`src/rtl/cpu4_mc_controller.sv`:
```
`default_nettype none
// ============================================================================
// Module      : cpu4_mc_controller
// Description : Multicycle CPU control FSM with Moore datapath selects and
//               memory-handshake wait states.
// Revision    : 1.0 - initial release
// ============================================================================
module cpu4_mc_controller #(
    parameter int MEM_HANDSHAKE = 1,
    parameter int BNE_EN        = 1
) (
    input  logic       clk,
    input  logic       reset,
    input  logic [5:0] op,
    input  logic [5:0] funct,
    input  logic       zero,
    input  logic       mem_ready,
    output logic       pcen,
    output logic       irwrite,
    output logic       memwrite,
    output logic       regwrite,
    output logic       iord,
    output logic       alusrca,
    output logic       regdst,
    output logic       memtoreg,
    output logic [1:0] alusrcb,
    output logic [1:0] pcsrc,
    output logic [2:0] alucontrol,
    output logic [3:0] state
);

    typedef enum logic [3:0] {
        S_FETCH  = 4'd0,
        S_DECODE = 4'd1,
        S_MEMADR = 4'd2,
        S_MEMRD  = 4'd3,
        S_MEMWB  = 4'd4,
        S_MEMWR  = 4'd5,
        S_RTEX   = 4'd6,
        S_RTWB   = 4'd7,
        S_BRANCH = 4'd8,
        S_ADDIEX = 4'd9,
        S_ADDIWB = 4'd10,
        S_JUMP   = 4'd11
    } state_t;

    localparam logic [5:0] c_op_lw    = 6'b100011;
    localparam logic [5:0] c_op_sw    = 6'b101011;
    localparam logic [5:0] c_op_rtype = 6'b000000;
    localparam logic [5:0] c_op_beq   = 6'b000100;
    localparam logic [5:0] c_op_bne   = 6'b000101;
    localparam logic [5:0] c_op_addi  = 6'b001000;
    localparam logic [5:0] c_op_j     = 6'b000010;

    localparam logic [1:0] c_aluop_none  = 2'b00;
    localparam logic [1:0] c_aluop_add   = 2'b01;
    localparam logic [1:0] c_aluop_sub   = 2'b10;
    localparam logic [1:0] c_aluop_funct = 2'b11;

    state_t     r_state;
    logic       w_ready;
    logic       w_bne_en;
    logic       w_is_bne;
    logic [1:0] w_aluop;

    assign w_ready  = (MEM_HANDSHAKE == 0) || mem_ready;
    assign w_bne_en = (BNE_EN != 0);
    assign w_is_bne = w_bne_en && (op == c_op_bne);
    assign state    = r_state;

    always_ff @(posedge clk) begin
        if (reset) begin
            r_state <= S_FETCH;
        end else begin
            case (r_state)
                S_FETCH:  if (w_ready) r_state <= S_DECODE;
                S_DECODE: begin
                    case (op)
                        c_op_lw, c_op_sw: r_state <= S_MEMADR;
                        c_op_rtype:       r_state <= S_RTEX;
                        c_op_beq:         r_state <= S_BRANCH;
                        c_op_bne:         r_state <= w_bne_en ? S_BRANCH : S_FETCH;
                        c_op_addi:        r_state <= S_ADDIEX;
                        c_op_j:           r_state <= S_JUMP;
                        default:          r_state <= S_FETCH;
                    endcase
                end
                S_MEMADR: begin
                    if (op == c_op_lw)      r_state <= S_MEMRD;
                    else if (op == c_op_sw) r_state <= S_MEMWR;
                    else                    r_state <= S_FETCH;
                end
                S_MEMRD:  if (w_ready) r_state <= S_MEMWB;
                S_MEMWR:  if (w_ready) r_state <= S_FETCH;
                S_RTEX:   r_state <= S_RTWB;
                S_ADDIEX: r_state <= S_ADDIWB;
                default:  r_state <= S_FETCH;
            endcase
        end
    end

    // Moore decode of the state register; only pcen/irwrite see live inputs.
    always_comb begin
        pcen     = 1'b0;
        irwrite  = 1'b0;
        memwrite = 1'b0;
        regwrite = 1'b0;
        iord     = 1'b0;
        alusrca  = 1'b0;
        regdst   = 1'b0;
        memtoreg = 1'b0;
        alusrcb  = 2'b00;
        pcsrc    = 2'b00;
        w_aluop  = c_aluop_none;
        case (r_state)
            S_FETCH: begin
                alusrcb = 2'b01;
                w_aluop = c_aluop_add;
                irwrite = w_ready;
                pcen    = w_ready;
            end
            S_DECODE: begin
                alusrcb = 2'b11;
                w_aluop = c_aluop_add;
            end
            S_MEMADR, S_ADDIEX: begin
                alusrca = 1'b1;
                alusrcb = 2'b10;
                w_aluop = c_aluop_add;
            end
            S_MEMRD:  iord = 1'b1;
            S_MEMWB: begin
                memtoreg = 1'b1;
                regwrite = 1'b1;
            end
            S_MEMWR: begin
                iord     = 1'b1;
                memwrite = 1'b1;
            end
            S_RTEX: begin
                alusrca = 1'b1;
                w_aluop = c_aluop_funct;
            end
            S_RTWB: begin
                regdst   = 1'b1;
                regwrite = 1'b1;
            end
            S_BRANCH: begin
                alusrca = 1'b1;
                w_aluop = c_aluop_sub;
                pcsrc   = 2'b01;
                pcen    = w_is_bne ? ~zero : zero;
            end
            S_ADDIWB: regwrite = 1'b1;
            S_JUMP: begin
                pcsrc = 2'b10;
                pcen  = 1'b1;
            end
            default: ;
        endcase
        if (reset) begin
            pcen     = 1'b0;
            irwrite  = 1'b0;
            memwrite = 1'b0;
            regwrite = 1'b0;
        end
    end

    always_comb begin
        alucontrol = 3'b000;
        case (w_aluop)
            c_aluop_add: alucontrol = 3'b010;
            c_aluop_sub: alucontrol = 3'b110;
            c_aluop_funct: begin
                case (funct)
                    6'b100000: alucontrol = 3'b010;
                    6'b100010: alucontrol = 3'b110;
                    6'b100100: alucontrol = 3'b000;
                    6'b100101: alucontrol = 3'b001;
                    6'b101010: alucontrol = 3'b111;
                    default:   alucontrol = 3'b010;
                endcase
            end
            default: alucontrol = 3'b000;
        endcase
    end

endmodule
`default_nettype wire

```
`config.mk`:
```
export PLATFORM = sky130hd
export DESIGN_NAME = cpu4_mc_controller
export DESIGN_NICKNAME = d
export VERILOG_FILES = /design/src/rtl/cpu4_mc_controller.sv
export SDC_FILE = /design/constraint.sdc
export NUM_CORES = 1
export LEC_CHECK = 0
export CORE_UTILIZATION = 38
export DETAILED_ROUTE_END_ITERATION = 7
export PLACE_DENSITY_LB_ADDON = 0.25
export SYNTH_ARGS = -nofsm -noshare
export SYNTH_HDL_FRONTEND = slang
export SYNTH_SLANG_ARGS = --single-unit
```
`constraint.sdc`:
```
create_clock -name clk -period 2.6 [get_ports clk]
set_input_delay 0.39 -clock clk [delete_from_list [all_inputs] [get_ports clk]]
set_output_delay 0.39 -clock clk [all_outputs]
set_load 0.01 [all_outputs]
```
==> metrics.md, run 1 <==
| Metric | Value |
|---|---|
| Hold path start | state[1]$_SDFFE_PP0P_ |
| RSZ-0062 raised after global routing | false |
| CTS buffer count | 3 |
| Die height | ~40 um |
| Number of buffer cells added on primary ports | 34 |
| Placed insts | between 100 and 150 |
| 1st-iter DRT viols | 16 |
| Startpoint Class | input port |
| Seq cells post-synth | 4 |
| Largest net degree at the start of global routing | 18 |
| Detailed Place HPWL | roughly 1300 um |
| Switching part of the total | between 20% and 30% |
| CTS max path bufs | 2 |
| Yosys top cell by area | dfxtp_1 |
| Hold Path Depth | 2 |
| Crit path kind | input port to primary output |
| Yosys cell types | 30 |
| First-pass GRT wire length | 2677 um |
| Sequential area share after synthesis | 14.41% |
| Leakage | 0.3648 nW |
| Setup TNS | 0 ns |
| Drt first pass iters | 4 |
| Crit path DAT | ~2.0 ns |
| Hold EP | state[3]$_SDFFE_PP0P_ |
| # DRC | 0 |
| Drt total wl | 1656 um |
| Syn Nets | 102 |
| FP Rows | 13 |
| Hold buffers post-CTS | 0 |
| Worst vdd ir | around 0.15 mV |
| Fillers | approximately 110 |
| Internal | 0.0001647 W |
| Worst R2R Start | state[1]$_SDFFE_PP0P_ |
| Core region area | 1334 um2 |
| Top Ports | 35 |
| Fin cells | about 140 |
| Comb power frac | 36.3% |
| Worst Reg-to-Reg Cells | 4 |
| Most frequent cells in the layout | clkdlybuf4s50_1, nor2_1, nor3_1, nand2_1, buf_4 |
| Clock skew | about 0.009 ns |
| Final Cycle Share | 92.89% |
| Fmax | 414.0 MHz |
| Synth top area share | between 10 and 15% |
| Routability Congestion | between 0.8 and 0.9 |
| Initial Util | between 40% and 50% |
| Overall Global Routing Usage | roughly 25% |
| Max reg flops | 4 |
| Switch Pwr | 0.00006652 W |
| Vias per inst | around 5.5 |
| Hold Path Class | flip-flop to flip-flop |
| H-Tree Level Count | 1 |
| Post-CTS sizing | 1 |
| RR Endpoint | state[2]$_SDFFE_PP0P_ |
| Die width | just over 40 um |
| Top cells by area in the synthesized netlist | dfxtp_1, nor3_1, nand2b_1 |
| Clock power frac | ~36% |
| R2r setup slk | 1.32 ns |
| Sequential share of power | around 28% |
| Nets | 142 |
| Grt total ovfl | 0 |
| Initial antenna violation count | 0 |
| Min cycle time layout | 2.415 ns |
| Crit end category | primary output |
| Reg clk slew, reported paths | 0.04 ns |
| CP Max Fanout | 2 |
| CP required | 2.21 ns |
| Max_cap viols | 0 |
| Slew Viols, Final | 0 |
| Antenna cell count | 0 |
| Avg Cell Area, Syn | about 6.5 um2 |
| Clock sink count | 4 |
| Vias in the first global route | approximately 630 |
| Final core area utilization | approximately 73% |
| Most common cell after layout, fill and taps aside | clkdlybuf4s50_1 |
| Yosys warns | 0 |
| Final setup viols | 0 |
| Status | finished clean |
| Worst relative slew slack | about two thirds |
| Slew @ Worst Pin | 0.5078 ns |
| Via count of the routed design | about 760 |
| Post-Syn Area | 555.5 um2 |
| Mapped Cells | 86 |
| Clock Tree Root | clkbuf_4 |
| Post-route ant nets | 0 |
| Final hold vios | 0 |
| Clk Latency, worst-skew pair | between 0.2 and 0.3 ns |
| CTS tree | built |
| Fin Hold WS | a little over 0.7 ns |
| Layout area overhead | 74.32% |
| Power Dens Cells | between 200 and 250 nW/um2 |
| DIE AREA | ~1600 um2 |
| DR WL/cell | around 12 um |
| Fraction of layout cells with a size suffix above 1 | 12.90% |
| Post-CTS Setup Bufs | 0 |
[power by group through the flow]
stage | combinational, W | sequential [W] | clock, W
after detailed placement | 0.0000843 | 0.0000658 | 0
final | 0.0000840 | 0.0000648 | 0.0000824
after floorplan | 0.0000322 | 0.0000664 | 0
after CTS | 0.0000842 | 0.0000648 | 0.0000830
after global routing | 0.0000924 | 0.0000649 | 0.0000880
after global placement | 0.0000829 | 0.0000657 | 0
[synthesized netlist by cell type]
| master | number |
|---|---|
| a211o_1 | 1 |
| o311ai_0 | 1 |
| buf_1 | 1 |
| o31ai_2 | 1 |
| o21ai_0 | 1 |
| inv_1 | 4 |
| and3_1 | 2 |
| dfxtp_1 | 4 |
| o41ai_1 | 2 |
| o32a_1 | 1 |
| nand3_1 | 3 |
| nand2_1 | 8 |
| or2_2 | 1 |
| a21oi_1 | 5 |
| nor3b_1 | 3 |
| or2_1 | 1 |
| and4bb_1 | 1 |
| buf_2 | 2 |
| o211ai_1 | 1 |
| nor2_1 | 10 |
| nand3b_1 | 1 |
| nor4_1 | 4 |
| xnor2_1 | 3 |
| o31ai_1 | 4 |
| nand4b_1 | 1 |
| or3_2 | 1 |
| nor3_1 | 8 |
| clkbuf_1 | 4 |
| or3_4 | 1 |
| nand2b_1 | 6 |
[metrics by stage]
stage	power, W	worst slack (ns)	cell area (um2)
2_1_floorplan	0.00009857	0.8372	555.5
3_3_place_gp	0.0001486	-0.08295	945.9
3_5_place_dp	0.0001501	-0.1120	945.9
4_1_cts	0.0002320	0.07424	967.2
5_1_grt	0.0002453	0.07844	968.4
6_report	0.0002312	0.1848	968.4
[worst max path at each step]
stage,slack (ns),cells after the start,startpoint,endpoint
after floorplan,0.84,5,state[1]$_SDFFE_PP0P_,alucontrol[2]
after global placement,-0.08,6,op[1],pcen
after detailed placement,-0.11,6,op[1],pcen
after CTS,0.07,5,state[1]$_SDFFE_PP0P_,alucontrol[2]
after global routing,0.08,6,op[1],pcen
final,0.18,6,op[1],pcen
[critical path: stages]
cell             delay (ns)
clkdlybuf4s50_1        0.42
or3_4                  0.39
and4bb_1               0.29
xnor2_1                0.08
o31ai_2                0.17
dlygate4sd2_1          0.29
[logic make-up (layout without fill, tap and decap cells)]
logic type      Yosys count  after routing  synth area share, %
flops                     4              4                14.41
compound gates           17             17                22.52
xor+xnor                  3              3                4.731
simple gates             51             51                50.45
buf+inv                  11             49                7.881
[cell type report]
type                            count  area [um2]  share of cell area, %
Multi-Input combinational cell     71       431.7                  44.57
Timing Repair Buffer               42       399.1                  41.21
Sequential cell                     4       81.33                  8.398
Clock buffer                        3       22.52                  2.326
Tap cell                           15       18.77                  1.938
Inverter                            4       15.01                  1.550
[layer usage]
metal / track usage (%) / routed length [um] / vias up
met4: 15.83 / 25 / 0
met3: 3.889 / 91 / 4
li1: - / - / 393
met2: 35.48 / 782 / 36
met1: 34.31 / 756 / 328
met5: 0 / 0 / -
(Power assumes the default switching activity.)
==> run 2: changes to the inputs <==
Settings changed: CORE_AREA set to 2 2 39 41, CORE_UTILIZATION 38 to not set, DIE_AREA set to 0 0 41 43, DONT_BUFFER_PORTS set to 1.
==> metrics.md, run 2 (same netlist as run 1, synthesis figures left out) <==
| Metric | Value |
|---|---|
| Status | finished clean |
| Hold Path Depth | 1 (-1) |
| WL met1 | 666 um (-12%) |
| Layout area overhead | 6.532% |
| RSZ-0062 raised after global routing | false |
| CTS max path bufs | 2 (unchanged) |
| Vias in the first global route | 600 (-4.2%) |
| Post-route ant nets | 0 (unchanged) |
| Hold path start | reset |
| Largest net degree at the start of global routing | 19 (+1) |
| Max_cap viols | 0 (unchanged) |
| Antenna cell count | 0 (unchanged) |
| Leakage | 0.2112 nW (-42%) |
| Worst R2R Start | state[2]$_SDFFE_PP0P_ |
| Met3 wire len | 107 um (+18%) |
| Initial antenna violation count | 0 (unchanged) |
| Overall Global Routing Usage | 20.74% (-4.2 points) |
| Min cycle time layout | 2.020 ns (-0.3948 ns) |
| Crit path DAT | 1.63 ns (-0.40 ns) |
| Hold buffers post-CTS | 0 (unchanged) |
| Post-CTS Setup Bufs | 0 (unchanged) |
| Most common cell after layout, fill and taps aside | nor2_1 |
| Hold EP | state[0]$_SDFFE_PP0P_ |
| Detailed Place HPWL | 1129 um (-12%) |
| Crit end category | primary output |
| Clock sink count | 4 (unchanged) |
| Hold Path Class | input port to flip-flop |
| Crit path kind | flip-flop to primary output |
| Power Dens Cells | 305.4 nW/um2 (+28%) |
| Reg clk slew, reported paths | 0.04 ns (about the same) |
| 1st-iter DRT viols | 13 (-3) |
| FP Rows | 14 (+1) |
| Drt first pass iters | 4 (unchanged) |
| Worst vdd ir | 0.1585 mV (+3.9%) |
| Vias per inst | 6.099 (+11%) |
| DIE AREA | 1763 um2 (+8.9%) |
| Slew Viols, Final | 0 (unchanged) |
| CTS tree | built |
| Die width | 41 um (+1.9%) |
| Die height | 43 um (+6.9%) |
| Via count of the routed design | 616 (-19%) |
| Drt total wl | 1506 um (-9.1%) |
| Startpoint Class | flip-flop |
| Fmax | 495.0 MHz (+20%) |
| DR WL met2 | 719 um (-8.1%) |
| First-pass GRT wire length | 2566 um (-4.1%) |
| Number of buffer cells added on primary ports | 0 (-100%) |
| # DRC | 0 (unchanged) |
| Worst relative slew slack | 60.68% (-5.4 points) |
| H-Tree Level Count | 1 (unchanged) |
| R2r setup slk | 1.17 ns (-0.15 ns) |
| DR WL/cell | 14.91 um (+25%) |
| Max reg flops | 4 (unchanged) |
| CTS buffer count | 3 (unchanged) |
| Core region area | 1384 um2 (+3.8%) |
| Fraction of layout cells with a size suffix above 1 | 11.76% (-1.1 points) |
| Worst Reg-to-Reg Cells | 5 (+1) |
| Clk Latency, worst-skew pair | 0.24 ns (about the same) |
| Top layer in use | met4 |
| Clock skew | 0.001869 ns (-0.007096 ns) |
| Post-CTS sizing | 0 (-1) |
| Final Cycle Share | 77.71% (-15 points) |
| CP Max Fanout | 17 (+15) |
| CP required | 2.21 ns (about the same) |
| Grt total ovfl | 0 (unchanged) |
| Slew @ Worst Pin | 0.5890 ns (+0.08117 ns) |
| Setup TNS | 0 ns (unchanged) |
| Final hold vios | 0 (unchanged) |
| Final setup viols | 0 (unchanged) |
| Nets | 103 (-27%) |
| Initial Util | 40.14% (-1.5 points) |
| Routability Congestion | 0.7890 (-7.9%) |
| Clock Tree Root | clkbuf_4 |
| Top Ports | 35 (unchanged) |
| RR Endpoint | state[0]$_SDFFE_PP0P_ |
| Most frequent cells in the layout | nor2_1, nor3_1, nand2_1 |
| Final core area utilization | 42.77% (-30 points) |
[run 2: cell count changes in the layout (fill, tap and decap cells not counted)]
cell             before  now
buf_4                 8    3
clkdlybuf4s50_1      33    0
dfxtp_1               3    4
dfxtp_2               1    0
dlygate4sd2_1         1    0
[run 2: worst max path at each step]
stage | from | slack (ns) | endpoint
floorplan | state[1]$_SDFFE_PP0P_ | 0.84 | alucontrol[2]
finish | state[3]$_SDFFE_PP0P_ | 0.58 | alucontrol[2]
global placement | op[1] | 0.81 | pcen
global route | state[3]$_SDFFE_PP0P_ | 0.45 | alucontrol[2]
CTS | state[3]$_SDFFE_PP0P_ | 0.57 | alucontrol[2]
detailed placement | op[1] | 0.79 | pcen
[run 2: per-layer routing]
| metal | GRT usage, % | vias up |
|---|---|---|
| met1 | 28.43 | 281 |
| met5 | 0 | - |
| met4 | 8.000 | 0 |
| met2 | 30.00 | 23 |
| li1 | - | 310 |
| met3 | 5.236 | 2 |
[run 2: layout make-up]
type / instances / area, um2
fill: 155 / 792.0
multi-input combinational: 71 / 431.7
sequential: 4 / 80.08
clock buffer: 3 / 22.52
timing repair buffer: 3 / 22.52
tap: 16 / 20.02
inverter: 4 / 15.01
[run 2: worst max-delay path: stages (launching register included)]
cell      delay [ns]
dfxtp_1         0.49
nor2_1          0.22
nand4b_1        0.16
o41ai_1         0.52
[run 2: stage by stage]
step           instance area, um2  std cells  setup slack, ns  total power (W)  hold WS, ns
2_1_floorplan               555.5         86           0.8372       0.00009857       0.4682
3_3_place_gp                569.3         98           0.8082        0.0001039       0.4736
3_5_place_dp                569.3         98           0.7915        0.0001043       0.4747
4_1_cts                     591.8        101           0.5713        0.0001850       0.2221
5_1_grt                     591.8        101           0.4527        0.0001918       0.2230
6_report                    591.8        101           0.5796        0.0001807       0.2306
[run 2: power by group]
part / leakage, nW / switching, W / internal [W] / total, W
Sequential: 0.0325 / 0.00000136 / 0.0000633 / 0.0000647
Combinational: 0.165 / 0.0000220 / 0.0000168 / 0.0000388
Clock: 0.0138 / 0.0000256 / 0.0000516 / 0.0000773
==> run 3: changes to the inputs <==
Clock period 2.6 ns to 2.03 ns, I/O delays scaled along.
==> metrics.md, run 3 (same netlist as run 1, synthesis figures left out) <==
| Metric | Value |
|---|---|
| Clock power frac | 42.1% (-0.7 points) |
| RR Endpoint | state[0]$_SDFFE_PP0P_ |
| Worst vdd ir | 0.2192 mV (+38%) |
| Crit path DAT | 1.54 ns (-0.09 ns) |
| Initial antenna violation count | 0 (unchanged) |
| Vias per inst | 5.971 (-2.1%) |
| Post-route ant nets | 0 (unchanged) |
| Sequential share of power | 35.9% (about the same) |
| CP required | 1.73 ns (-0.48 ns) |
| Cell Area, Placed | 584.3 um2 (+2.6%) |
| Drt total wl | 1474 um (-2.1%) |
| Clock skew | 0.0003342 ns (-0.001535 ns) |
| Core region area | 1384 um2 (unchanged) |
| Post-CTS sizing | 0 (unchanged) |
| Internal | 0.0001689 W (+28%) |
| RSZ-0062 raised after global routing | false |
| Die width | 41 um (unchanged) |
| Max_cap viols | 0 (unchanged) |
| Crit end category | primary output |
| Leakage | 0.2221 nW (+5.2%) |
| First-pass GRT wire length | 2463 um (-4.0%) |
| Layout area overhead | 9.234% |
| Final Cycle Share | 90.95% |
| Worst R2R Start | state[2]$_SDFFE_PP0P_ |
| Top Ports | 35 (unchanged) |
| Worst relative slew slack | 69.02% (+8.3 points) |
| Fraction of layout cells with a size suffix above 1 | 13.79% (+2.0 points) |
| Antenna cell count | 0 (unchanged) |
| Clk Latency, worst-skew pair | 0.23 ns (about the same) |
| Routability Congestion | 0.8506 (+7.8%) |
| Die height | 43 um (unchanged) |
| Placed insts | 100 (+2.0%) |
| Drt first pass iters | 4 (unchanged) |
| # DRC | 0 (unchanged) |
| CTS tree | built |
| Fin cells | 103 (+2.0%) |
| Vias in the first global route | 575 (-4.2%) |
| CTS buffer count | 3 (unchanged) |
| Hold Path Class | input port to flip-flop |
| CP Max Fanout | 5 (-12) |
| Setup TNS | 0 ns (unchanged) |
| Hold path start | reset |
| Crit path kind | flip-flop to primary output |
| Post-CTS Setup Bufs | 0 (unchanged) |
| DR WL/cell | 14.31 um (-4.0%) |
| Number of buffer cells added on primary ports | 0 (unchanged) |
| H-Tree Level Count | 1 (unchanged) |
| Reg clk slew, reported paths | 0.04 ns (about the same) |
| Grt total ovfl | 0 (unchanged) |
| Switch Pwr | 0.00006102 W (+24%) |
| Fmax | 541.7 MHz |
| R2r setup slk | 0.68 ns (-0.49 ns) |
| Hold Path Depth | 1 (unchanged) |
| 1st-iter DRT viols | 8 (-5) |
| Max reg flops | 4 (unchanged) |
| DIE AREA | 1763 um2 (unchanged) |
| Hold EP | state[0]$_SDFFE_PP0P_ |
| Final hold vios | 0 (unchanged) |
| Post-route design area | 606.8 um2 (+2.5%) |
| Clock sink count | 4 (unchanged) |
| Most frequent cells in the layout | nor2_1, nor3_1, nand2_1 |
| Status | finished clean |
| Switching part of the total | 26.54% (-0.59 points) |
| Min cycle time layout | roughly 1.8 ns |
| Nets | 105 (+1.9%) |
| Final setup viols | 0 (unchanged) |
| Most common cell after layout, fill and taps aside | nor2_1 |
| Hold buffers post-CTS | 0 (unchanged) |
| Largest net degree at the start of global routing | 19 (unchanged) |
| Clock Tree Root | clkbuf_4 |
| Slew Viols, Final | 0 (unchanged) |
| Detailed Place HPWL | 1138 um (+0.78%) |
| Overall Global Routing Usage | 19.76% (-0.98 points) |
| Startpoint Class | flip-flop |
| CTS max path bufs | 2 (unchanged) |
| Initial Util | 40.14% (unchanged) |
| Comb power frac | 22.0% (+0.5 points) |
| Slew @ Worst Pin | 0.4641 ns (-0.1249 ns) |
| FP Rows | 14 (unchanged) |
| Worst Reg-to-Reg Cells | 4 (-1) |
| Power Dens Cells | 378.9 nW/um2 (+24%) |
| Via count of the routed design | 615 (-0.16%) |
-- run 3: worst max path at each step --
stage                           from  cells past startpoint  slack (ns)             to
3_3_place_gp                   op[1]                      4        0.41           pcen
5_1_grt        state[0]$_SDFFE_PP0P_                      5        0.07  alucontrol[2]
2_1_floorplan  state[1]$_SDFFE_PP0P_                      5        0.35  alucontrol[2]
4_1_cts        state[2]$_SDFFE_PP0P_                      3        0.20  alucontrol[2]
3_5_place_dp                   op[1]                      4        0.40           pcen
6_report       state[0]$_SDFFE_PP0P_                      5        0.18  alucontrol[2]
-- run 3: metal layers --
metal  up-vias  track usage [%]  part of all wire, %  wire length, um
li1        315                -                    -                -
met1       278            25.32                   44              650
met2        22            29.06                   48              701
met3         0            8.377                  8.3              123
met4         0            6.000                    0                0
met5         -                0                    0                0
-- run 3: area by class of cell --
class                           count  area, um2
Timing Repair Buffer                5      37.54
Clock buffer                        3      22.52
Tap cell                           16      20.02
Inverter                            4      15.01
Multi-Input combinational cell     71      431.7
Sequential cell                     4      80.08
Fill cell                         155      777.0
-- run 3: power groups by stage --
stage,Combinational (W),Clock (W),Sequential (W)
global route,0.0000573,0.000108,0.0000828
floorplan,0.0000413,0,0.0000850
global placement,0.0000499,0,0.0000837
detailed placement,0.0000506,0,0.0000837
CTS,0.0000507,0.0000992,0.0000825
finish,0.0000506,0.0000969,0.0000825
-- run 3: critical path, stage by stage (launching register included) --
cell      delay [ns]
dfxtp_1         0.30
nand2b_1        0.21
nor2_1          0.17
nand4b_1        0.17
o41ai_1         0.29
buf_4           0.18
-- run 3: per-stage QoR --
step / utilization [%] / setup WS (ns) / hold slack (ns) / total power [W]
final: 43.85 / 0.1838 / 0.1562 / 0.0002299
after floorplan: - / 0.3527 / 0.3827 / 0.0001262
after detailed placement: 42.22 / 0.3956 / 0.3934 / 0.0001343
after global routing: 43.85 / 0.07072 / 0.1505 / 0.0002486
after CTS: 43.85 / 0.1967 / 0.1500 / 0.0002324
after global placement: 42.22 / 0.4053 / 0.3896 / 0.0001335
